**src/rtl/fifo_wr_arb.sv**
```systemverilog
// fifo_wr_arb: round-robin arbiter that shares one FIFO write port among NREQ burst requesters.
// Latency: a request seen in IDLE at cycle N gets its first possible grant at N+1; one IDLE bubble between bursts.
// Backpressure: wfull stalls the owner in place (winc/gnt low, beat held); everyone else waits for the burst to end.
//
// Ports: clk/rst (async active-high) | req, req_data[i*DW+:DW], req_last per requester |
//        gnt one-hot beat accept | wfull in, winc/wdata out to the FIFO | owner, busy status |
//        burst_cnt: NREQ x 8-bit completed-burst counters.
// Optional: define FIFO_WR_ARB_STATS_EN for saturating burst counters; otherwise burst_cnt is all-zero.
module fifo_wr_arb #(
  parameter int NREQ      = 4,
  parameter int DW        = 4,
  parameter int MAX_BURST = 8
) (
  input  logic              clk,
  input  logic              rst,
  input  logic [NREQ-1:0]   req,
  input  logic [NREQ*DW-1:0] req_data,
  input  logic [NREQ-1:0]   req_last,
  output logic [NREQ-1:0]   gnt,
  input  logic              wfull,
  output logic              winc,
  output logic [DW-1:0]     wdata,
  output logic [2:0]        owner,
  output logic              busy,
  output logic [8*NREQ-1:0] burst_cnt
);

  typedef enum logic {IDLE = 1'b0, BURST = 1'b1} state_t;

  state_t      state_q, state_d;
  logic [2:0]  owner_q, owner_d;
  logic [2:0]  last_ptr_q, last_ptr_d;
  logic [4:0]  beat_q, beat_d;

  logic          own_req, own_last;
  logic [DW-1:0] own_data;
  logic          pick_vld;
  logic [2:0]    pick_idx;
  logic          final_beat;

  // Owner-side view of the request bus. Decoded with a compare loop so the
  // 3-bit owner index never has to be narrowed to fit a smaller NREQ.
  always_comb begin
    own_req  = 1'b0;
    own_last = 1'b0;
    own_data = '0;
    for (int i = 0; i < NREQ; i++) begin
      if (owner_q == 3'(i)) begin
        own_req  = req[i];
        own_last = req_last[i];
        own_data = req_data[i*DW +: DW];
      end
    end
  end

  // Round-robin search starting just after the previous owner; the outer
  // loop is the search distance so the nearest requester wins.
  always_comb begin
    pick_vld = 1'b0;
    pick_idx = '0;
    for (int k = 1; k <= NREQ; k++) begin
      for (int i = 0; i < NREQ; i++) begin
        if (!pick_vld && req[i] && (i == (int'(last_ptr_q) + k) % NREQ)) begin
          pick_vld = 1'b1;
          pick_idx = 3'(i);
        end
      end
    end
  end

  assign winc       = (state_q == BURST) & own_req & ~wfull;
  assign final_beat = winc & (own_last | (beat_q == 5'(MAX_BURST - 1)));
  assign wdata      = own_data;
  assign owner      = owner_q;
  assign busy       = (state_q == BURST);

  always_comb begin
    gnt = '0;
    for (int i = 0; i < NREQ; i++) begin
      if (winc && owner_q == 3'(i)) gnt[i] = 1'b1;
    end
  end

  always_comb begin
    state_d    = state_q;
    owner_d    = owner_q;
    last_ptr_d = last_ptr_q;
    beat_d     = beat_q;
    case (state_q)
      IDLE: begin
        if (pick_vld && !wfull) begin
          owner_d = pick_idx;
          beat_d  = '0;
          state_d = BURST;
        end
      end
      BURST: begin
        if (final_beat) begin
          state_d    = IDLE;
          last_ptr_d = owner_q;
          beat_d     = '0;
        end else if (winc) begin
          beat_d = beat_q + 5'd1;
        end
      end
      default: state_d = IDLE;
    endcase
  end

  always_ff @(posedge clk or posedge rst) begin
    if (rst) begin
      state_q    <= IDLE;
      owner_q    <= '0;
      last_ptr_q <= 3'(NREQ - 1);
      beat_q     <= '0;
    end else begin
      state_q    <= state_d;
      owner_q    <= owner_d;
      last_ptr_q <= last_ptr_d;
      beat_q     <= beat_d;
    end
  end

`ifdef FIFO_WR_ARB_STATS_EN
  logic [8*NREQ-1:0] cnt_q, cnt_d;

  // Counters saturate at 255 rather than wrapping.
  always_comb begin
    cnt_d = cnt_q;
    for (int i = 0; i < NREQ; i++) begin
      if (final_beat && owner_q == 3'(i) && cnt_q[i*8 +: 8] != 8'hFF) begin
        cnt_d[i*8 +: 8] = cnt_q[i*8 +: 8] + 8'd1;
      end
    end
  end

  always_ff @(posedge clk or posedge rst) begin
    if (rst) cnt_q <= '0;
    else     cnt_q <= cnt_d;
  end

  assign burst_cnt = cnt_q;
`else
  assign burst_cnt = '0;
`endif

endmodule

```
**config.mk**
```make
export PLATFORM = sky130hd
export DESIGN_NAME = fifo_wr_arb
export DESIGN_NICKNAME = d
export VERILOG_FILES = /design/src/rtl/fifo_wr_arb.sv
export SDC_FILE = /design/constraint.sdc
export NUM_CORES = 1
export LEC_CHECK = 0
export CAP_MARGIN = 10
export CORE_ASPECT_RATIO = 0.8
export CORE_MARGIN = 2
export CORE_UTILIZATION = 39
export DETAILED_ROUTE_END_ITERATION = 16
export GPL_ROUTABILITY_DRIVEN = 1
export PLACE_DENSITY = 0.87
export RECOVER_POWER = 50
export SLEW_MARGIN = 20
export SYNTH_ARGS = -nofsm -noshare
export SYNTH_HDL_FRONTEND = slang
export SYNTH_SLANG_ARGS = --single-unit
```
**constraint.sdc**
```tcl
create_clock -name clk -period 5.8 [get_ports clk]
set_clock_uncertainty 0.1 [all_clocks]
set_input_delay 1.16 -clock clk [delete_from_list [all_inputs] [get_ports clk]]
set_output_delay 1.16 -clock clk [all_outputs]
set_load 0.02 [all_outputs]
```
==> results of run 1 <==
-- sequential cells by signal (all words and copies together) (netlist names) --
| name | count |
|---|---|
| last_ptr_q | 2 |
| beat_q | 5 |
| owner | 2 |
| busy | 1 |
-- placed cells by master (no fill, tap or decap), types with 2 or more instances in the layout --
cell type	synthesis	routed
inv_1	6	6
mux4_1	4	4
mux2i_1	2	2
conb_1	1	33
nand2b_1	4	4
o21ai_0	4	4
dfrtp_1	8	8
clkdlybuf4s50_1	0	34
and2b_2	2	2
dlygate4sd3_1	0	4
dfstp_2	2	2
nor2_1	6	6
and3_1	2	2
nor3_1	5	5
o2bb2ai_1	3	3
clkbuf_4	0	3
mux2_4	2	2
mux2_2	2	2
a21oi_1	2	3
nand2_1	5	5
-- final timing paths --
path	startpoint	endpoint	slack (ps)	cells past startpoint
setup reg to reg	owner[0]	last_ptr_q[0]	3530	5
max in group asynchronous	rst	last_ptr_q[1]	4080	2
hold reg to reg	beat_q[4]	beat_q[4]	400	1
min in group asynchronous	rst	beat_q[0]	1210	2
hold / removal	beat_q[4]	beat_q[4]	400	1
setup / recovery	req[0]	winc	1500	5
-- final cells by class --
class / count / area [um2]
flip-flops and latches: 10 / 253
well taps: 36 / 45.0
multi-input cells: 94 / 633
clock buffers: 4 / 36.3
fillers: 223 / 1150
inverters: 6 / 22.5
repair buffers: 38 / 380
-- layer usage --
metal	vias up	wire length, um	global-route usage
met5	-	0	0
met4	0	69	0.0667
met3	9	237	0.0463
met2	66	1270	0.294
met1	420	962	0.167
li1	416	-	-
-- cells by family (layout without fill, tap and decap cells) --
family          count (synthesis)  in the layout
buf+inv                        42             48
fa+ha+maj                       1              1
simple gates                   30             30
flops                          10             10
other cells                     1             33
mux                            10             10
compound gates                 20             20
-- worst max-delay path, stage by stage --
cell             delay, ps
dlygate4sd3_1          600
nand2b_1               100
and3_4                 200
nor3_1                 290
clkdlybuf4s50_1        680
-- power by group --
group          internal [W]  leakage (nW)  switching [W]
registers          0.000100         0.123      0.0000506
logic              0.000161         0.460       0.000159
clock network     0.0000382        0.0210      0.0000259
-- per-stage QoR --
stage	cells	hold slack, ps
global route	188	421
floorplan	146	362
global placement	184	385
finish	188	402
detailed placement	184	387
CTS	188	403
==> results.json, run 1 <==
{
  "wire_per_inst_um": 13.5,
  "htreeDepth": 1,
  "synth_edf_count": 0,
  "numCtsBuffers": 3,
  "cts-root-buf": "clkbuf_4",
  "gr-total-overflow": 0,
  "hold_buffers": 0,
  "worst_slack_ps": 1500,
  "num_vias": 911,
  "synthDistinctLibCells": 38,
  "io_pins": 72,
  "syn_area_per_cell_um2": 9.43,
  "crit_path_max_fanout": 4,
  "power_density_mw_per_mm2": 391,
  "finalPower_w": 0.000535,
  "netlist_instances": 114,
  "rows": 16,
  "wl_mm": 2.54,
  "synthSimpleGateAreaFrac": 0.162,
  "synthTopCellsByCount": "33 x buf_4, 8 x dfrtp_1, 6 x inv_1, 6 x nor2_1",
  "cts_tree": "done",
  "num_antenna_cells": 0,
  "rsz0062_at_grt": "false",
  "cp-start-kind": "primary input",
  "nNetsFinal": 181,
  "die_y_um": 51.0,
  "fmaxAchievable_ghz": 0.233,
  "synth_top_family_by_area": "buffers and inverters",
  "first_pass_iters": 5,
  "coreArea_mm2": 0.00252,
  "grt_pass1_wl_mm": 3.92,
  "initial_core_util": 0.426,
  "synth_mux_area_frac": 0.165,
  "insertion_delay_ps": 270,
  "ys_ff_latch": 10,
  "dp.final_hpwl_mm": 2.08,
  "drt_iter0_markers": 49,
  "antenna_found_initial": 0,
  "drc": 0,
  "tightest_slew_ps": 701,
  "place_congestion": 0.996,
  "async_flop_share": 1.00,
  "yosysTopAreaCell": "buf_4",
  "power_leakage_nw": 0.604,
  "final_util": 0.543,
  "slew_viol_final": 0,
  "synth_compound_area_frac": 0.146,
  "drive_gt1_frac": 0.118,
  "vdd_drop_max_mv": 0.150,
  "ys_seq_area_frac": 0.235,
  "synthesis.area_mm2": 0.00107,
  "cts_resized": 0,
  "placed_area_mm2": 0.00135,
  "maxCapViolCount": 0,
  "place_ws_ps": 1600,
  "ys.flop_type": "dfrtp_1",
  "status": "completed",
  "setup_viol": 0,
  "synth_most_common_cell": "buf_4",
  "crit_type": "in -> out",
  "synth_top_area_share": 0.231,
  "grt_pass1_vias": 839,
  "dieArea_mm2": 0.00319,
  "areaGrowthSynthToFinish_pct": 27.5,
  "setup_tns_ps": 0,
  "ant_nets": 0,
  "die_x_um": 62.7,
  "clockBufferDepth": 2,
  "fin_crit_sh": 0.741,
  "slew-limit-headroom": 0.527,
  "min_period_ps": 4300,
  "grt_usage": 0.157,
  "hold_viol_final": 0,
  "hp-class": "reg -> reg",
  "cts_setup_buffers": 0,
  "required_ps": 4540,
  "portBuffers": 38,
  "final_area_mm2": 0.00137,
  "synth_adder_area_share": 0.0116,
  "worstSetupEndpointType": "output port",
  "synthTopCellsByArea": "buf_4 23%, dfrtp_1 19%, mux4_1 9.8%, dfstp_2 4.9%, mux2_4 2.8%",
  "synthXorXnorAreaFrac": 0,
  "vias_per_cell": 4.85,
  "clk_pin_slew_ps": 70,
  "clkSinkCount": 10,
  "yosys_warnings": 0,
  "grt_start_max_net_pins": 15,
  "crit_arrival_ps": 3040
}
No activity file was read; power rests on OpenSTA's default activity.
==> inputs of run 2 (changes only) <==
--- a/config.mk
+++ b/config.mk
@@ -8,10 +8,10 @@
 export CAP_MARGIN = 10
 export CORE_ASPECT_RATIO = 0.8
 export CORE_MARGIN = 2
-export CORE_UTILIZATION = 39
+export CORE_UTILIZATION = 36
 export DETAILED_ROUTE_END_ITERATION = 16
 export GPL_ROUTABILITY_DRIVEN = 1
-export PLACE_DENSITY = 0.87
+export PLACE_DENSITY = 0.81
 export RECOVER_POWER = 50
 export SLEW_MARGIN = 20
 export SYNTH_ARGS = -nofsm -noshare
==> constraint.sdc (replaced) <==
create_clock -name clk -period 4.4 [get_ports clk]
set_clock_uncertainty 0.1 [all_clocks]
set_input_delay 0.88 -clock clk [delete_from_list [all_inputs] [get_ports clk]]
set_output_delay 0.88 -clock clk [all_outputs]
set_load 0.02 [all_outputs]
==> results.json, run 2 (synthesis gave the netlist of run 1 again) <==
{
  "slew-limit-headroom": 0.533,
  "swShare": 0.421,
  "wire_per_inst_um": 11.2,
  "dp.final_hpwl_mm": 1.77,
  "required_ps": 3420,
  "worst_slack_ps": 553,
  "setup_viol": 0,
  "cts-root-buf": "clkbuf_8",
  "areaGrowthSynthToFinish_pct": 28.2,
  "cts_tree": "done",
  "slowest_stage": "clkdlybuf4s50_1",
  "rr_worst_depth": 5,
  "coreArea_mm2": 0.00281,
  "path_delay_family": "buffers and inverters",
  "num_antenna_cells": 0,
  "layout_common_cells": "34 x clkdlybuf4s50_1, 33 x conb_1, 8 x dfrtp_1",
  "grt_usage": 0.132,
  "ant_nets": 0,
  "place_congestion": 0.799,
  "hp-class": "reg -> reg",
  "hold_viol_final": 0,
  "slew_viol_final": 0,
  "status": "completed",
  "worstHoldStart": "beat_q[0]",
  "vias_per_cell": 4.52,
  "tightest_slew_ps": 693,
  "wl_mm": 2.13,
  "seq_power_share": 0.284,
  "insertion_delay_ps": 230,
  "cpPeakStageDelay_ps": 670,
  "power_leakage_nw": 0.605,
  "r2r_start": "owner[0]",
  "p_comb_frac": 0.584,
  "power.switching_w": 0.000296,
  "grt_pass1_wl_mm": 3.60,
  "cp.buffers_inverters": 2,
  "place_ws_ps": 749,
  "power_density_mw_per_mm2": 510,
  "r2r_end": "last_ptr_q[1]",
  "dp.cells": 186,
  "stdcell_count": 190,
  "portBuffers": 38,
  "fmaxAchievable_ghz": 0.260,
  "rows": 17,
  "clkSinkCount": 10,
  "htreeDepth": 1,
  "cts_resized": 0,
  "initial_core_util": 0.383,
  "io_pins": 72,
  "grt_start_max_net_pins": 15,
  "path_cells": "dlygate4sd3_1, o21ai_0, nor3_1, clkdlybuf4s50_1",
  "first_pass_iters": 4,
  "worstSetupEndpointType": "output port",
  "nNetsFinal": 181,
  "setup_tns_ps": 0,
  "clk_pin_slew_ps": 40,
  "hold_path_depth": 1,
  "dieArea_mm2": 0.00344,
  "reg2reg_slack_ps": 2130,
  "final_common_cell": "clkdlybuf4s50_1",
  "intPower_w": 0.000406,
  "num_vias": 858,
  "drt_iter0_markers": 30,
  "fin_crit_sh": 0.874,
  "die_y_um": 52.9,
  "rsz0062_at_grt": "false",
  "largest_reg_flops": 5,
  "drc": 0,
  "whs_endpoint": "beat_q[0]",
  "min_period_ps": 3850,
  "crit_type": "in -> out",
  "hold_buffers": 0,
  "pwr-share-clk": 0.132,
  "antenna_found_initial": 0,
  "maxCapViolCount": 0,
  "cp-start-kind": "primary input",
  "crit_arrival_ps": 2870,
  "numCtsBuffers": 3,
  "gr-total-overflow": 0,
  "grt_pass1_vias": 826,
  "top_register": "beat_q",
  "crit_path_max_fanout": 7,
  "cts_setup_buffers": 0,
  "drive_gt1_frac": 0.105,
  "vdd_drop_max_mv": 0.166,
  "clockBufferDepth": 2,
  "die_x_um": 65.1
}
run 2: cell types whose count changed in the layout (fill, tap and decap cells not counted):
cell,delta
clkbuf_1,+1
clkbuf_4,-3
clkbuf_8,+2
o21ai_0,+1
o21ai_2,-1
o311ai_0,-1
o311ai_1,+1
run 2: worst reg2reg max path: cells and delay by family, from the launching register on:
kind / cells / cell delay (ps)
and+or+nand+nor: 2 / 590
AOI/OAI and AO/OA: 1 / 350
DFF: 1 / 610
buffers and inverters: 1 / 210
muxes: 1 / 340
run 2: cell type report:
type,instances,area (um2)
clock buffer,4,45.0
fill,274,1430
inverter,6,22.5
multi-input combinational,94,629
sequential,10,253
tap,38,47.5
timing repair buffer,38,380
run 2: worst max-delay path by stage:
stage / startpoint / to / slack [ps] / cells after the start
final: req[3] / winc / 550 / 4
after global routing: req[3] / winc / 440 / 4
after CTS: req[0] / winc / 750 / 5
after detailed placement: req[0] / winc / 750 / 5
after global placement: req[2] / winc / 780 / 5
after floorplan: wfull / gnt[1] / 1600 / 3
run 2: power groups by stage:
stage | combinational [W] | clock [W] | sequential [W]
after CTS | 0.000425 | 0.0000963 | 0.000200
after floorplan | 0.000342 | 0 | 0.000174
after detailed placement | 0.000424 | 0 | 0.000201
final | 0.000410 | 0.0000930 | 0.000199
after global placement | 0.000415 | 0 | 0.000198
after global routing | 0.000445 | 0.000102 | 0.000209
run 2: per-layer routing:
metal,vias up,global-route usage,wire length (um)
li1,416,-,-
met1,410,0.155,826
met2,32,0.247,1180
met3,0,0.0298,115
met4,0,0.0313,0
met5,-,0,0
run 2: stage by stage:
stage	util	hold WS [ps]	area [um2]	total power [W]
final	0.491	413	1380	0.000702
after global routing	0.491	430	1380	0.000756
after CTS	0.496	416	1390	0.000721
after global placement	0.480	395	1350	0.000613
after detailed placement	0.480	413	1350	0.000625
after floorplan	-	362	1190	0.000516
==> inputs of run 3 (changes only) <==
--- a/config.mk
+++ b/config.mk
@@ -8,11 +8,12 @@
 export CAP_MARGIN = 10
 export CORE_ASPECT_RATIO = 0.8
 export CORE_MARGIN = 2
-export CORE_UTILIZATION = 36
+export CORE_UTILIZATION = 35
 export DETAILED_ROUTE_END_ITERATION = 16
 export GPL_ROUTABILITY_DRIVEN = 1
-export PLACE_DENSITY = 0.81
+export PLACE_DENSITY = 0.79
 export RECOVER_POWER = 50
+export SKIP_CTS_REPAIR_TIMING = 1
 export SLEW_MARGIN = 20
 export SYNTH_ARGS = -nofsm -noshare
 export SYNTH_HDL_FRONTEND = slang
==> results.json, run 3 (synthesis gave the netlist of run 1 again) <==
{
  "grt_pass1_vias": 811,
  "drive_gt1_frac": 0.118,
  "regArea_um2": 253,
  "rows": 17,
  "slew_viol_final": 0,
  "dieArea_mm2": 0.00353,
  "setup_viol": 0,
  "htreeDepth": 1,
  "nFillCells": 267,
  "worstHoldStart": "beat_q[0]",
  "min_period_ps": 3710,
  "initial_core_util": 0.377,
  "die_y_um": 53.6,
  "maxCapViolCount": 0,
  "nNetsFinal": 181,
  "num_vias": 887,
  "r2r_end": "last_ptr_q[0]",
  "setup_tns_ps": 0,
  "clkSinkCount": 10,
  "layout_common_cells": "35 x clkdlybuf4s50_1, 33 x conb_1, 8 x dfrtp_1",
  "worstSetupEndpointType": "output port",
  "hold_path_depth": 1,
  "largest_reg_flops": 5,
  "hp-class": "reg -> reg",
  "rsz0062_at_grt": "false",
  "grt_pass1_wl_mm": 3.46,
  "top_register": "beat_q",
  "die_x_um": 66.0,
  "fmaxAchievable_ghz": 0.269,
  "hold_viol_final": 0,
  "startpoint": "req[3]",
  "wl_mm": 2.28,
  "crit_arrival_ps": 2730,
  "ant_nets": 0,
  "drt_iter0_markers": 19,
  "reg2reg_slack_ps": 2090,
  "fin_crit_sh": 0.843,
  "whs_endpoint": "beat_q[0]",
  "cts_tree": "done",
  "place_congestion": 0.823,
  "cts-root-buf": "clkbuf_8",
  "vdd_drop_max_mv": 0.280,
  "gr-total-overflow": 0,
  "grt_start_max_net_pins": 15,
  "insertion_delay_ps": 240,
  "crit_path_max_fanout": 7,
  "wire_per_inst_um": 12.0,
  "power_leakage_nw": 0.612,
  "r2r_start": "owner[0]",
  "power_density_mw_per_mm2": 527,
  "cp-start-kind": "primary input",
  "final_util": 0.488,
  "antenna_found_initial": 0,
  "tightest_slew_ps": 559,
  "multiInputGateArea_um2": 633,
  "clockBufferDepth": 2,
  "final_common_cell": "clkdlybuf4s50_1",
  "grt_usage": 0.128,
  "dp.final_hpwl_mm": 1.81,
  "clk_pin_slew_ps": 50,
  "slew-limit-headroom": 0.624,
  "coreArea_mm2": 0.00285,
  "crit_type": "in -> out",
  "required_ps": 3420,
  "vias_per_cell": 4.67,
  "finalPower_w": 0.000734,
  "portBuffers": 38,
  "numCtsBuffers": 3,
  "num_antenna_cells": 0,
  "areaGrowthSynthToFinish_pct": 29.5,
  "first_pass_iters": 4,
  "drc": 0,
  "rr_worst_depth": 5,
  "io_pins": 72,
  "status": "completed"
}
-- run 3: cell count changes in the layout (fill, tap and decap cells not counted) --
cell             change
clkbuf_1             -1
clkbuf_8             +1
clkdlybuf4s50_1      +1
dlygate4sd3_1        -1
o21ai_0              -1
o21ai_2              +1
-- run 3: layout make-up --
type / count / share of cell area
Multi-Input combinational cell: 94 / 0.455
Timing Repair Buffer: 38 / 0.273
Sequential cell: 10 / 0.182
Clock buffer: 4 / 0.0396
Tap cell: 38 / 0.0342
Inverter: 6 / 0.0162
-- run 3: stage by stage --
| step | hold WS [ps] | cell area, um2 | instances | worst slack [ps] |
|---|---|---|---|---|
| after floorplan | 362 | 1190 | 146 | 1600 |
| after global placement | 378 | 1350 | 186 | 762 |
| after detailed placement | 394 | 1350 | 186 | 723 |
| after CTS | 408 | 1400 | 190 | 714 |
| after global routing | 421 | 1390 | 190 | 602 |
| final | 414 | 1390 | 190 | 689 |
-- run 3: worst max-delay path, stage by stage --
cell and delay, ps:
dlygate4sd3_1 640, o21ai_2 140, nor3_1 380, clkdlybuf4s50_1 690
-- run 3: worst max path at each step --
stage,to,depth (start not counted)
after floorplan,gnt[1],3
after global placement,winc,5
after detailed placement,winc,5
after CTS,winc,5
after global routing,winc,4
final,winc,4
-- run 3: layer usage --
metal,wire length (um),GRT usage,up-vias
li1,-,-,419
met2,1050,0.227,56
met5,0,0,-
met1,963,0.147,410
met3,250,0.0523,2
met4,14,0.0272,0
-- run 3: report_power, final --
part	total (W)	internal (W)	switching, W
Combinational	0.000416	0.000214	0.000202
Clock	0.000118	0.0000789	0.0000387
Sequential	0.000200	0.000132	0.0000679
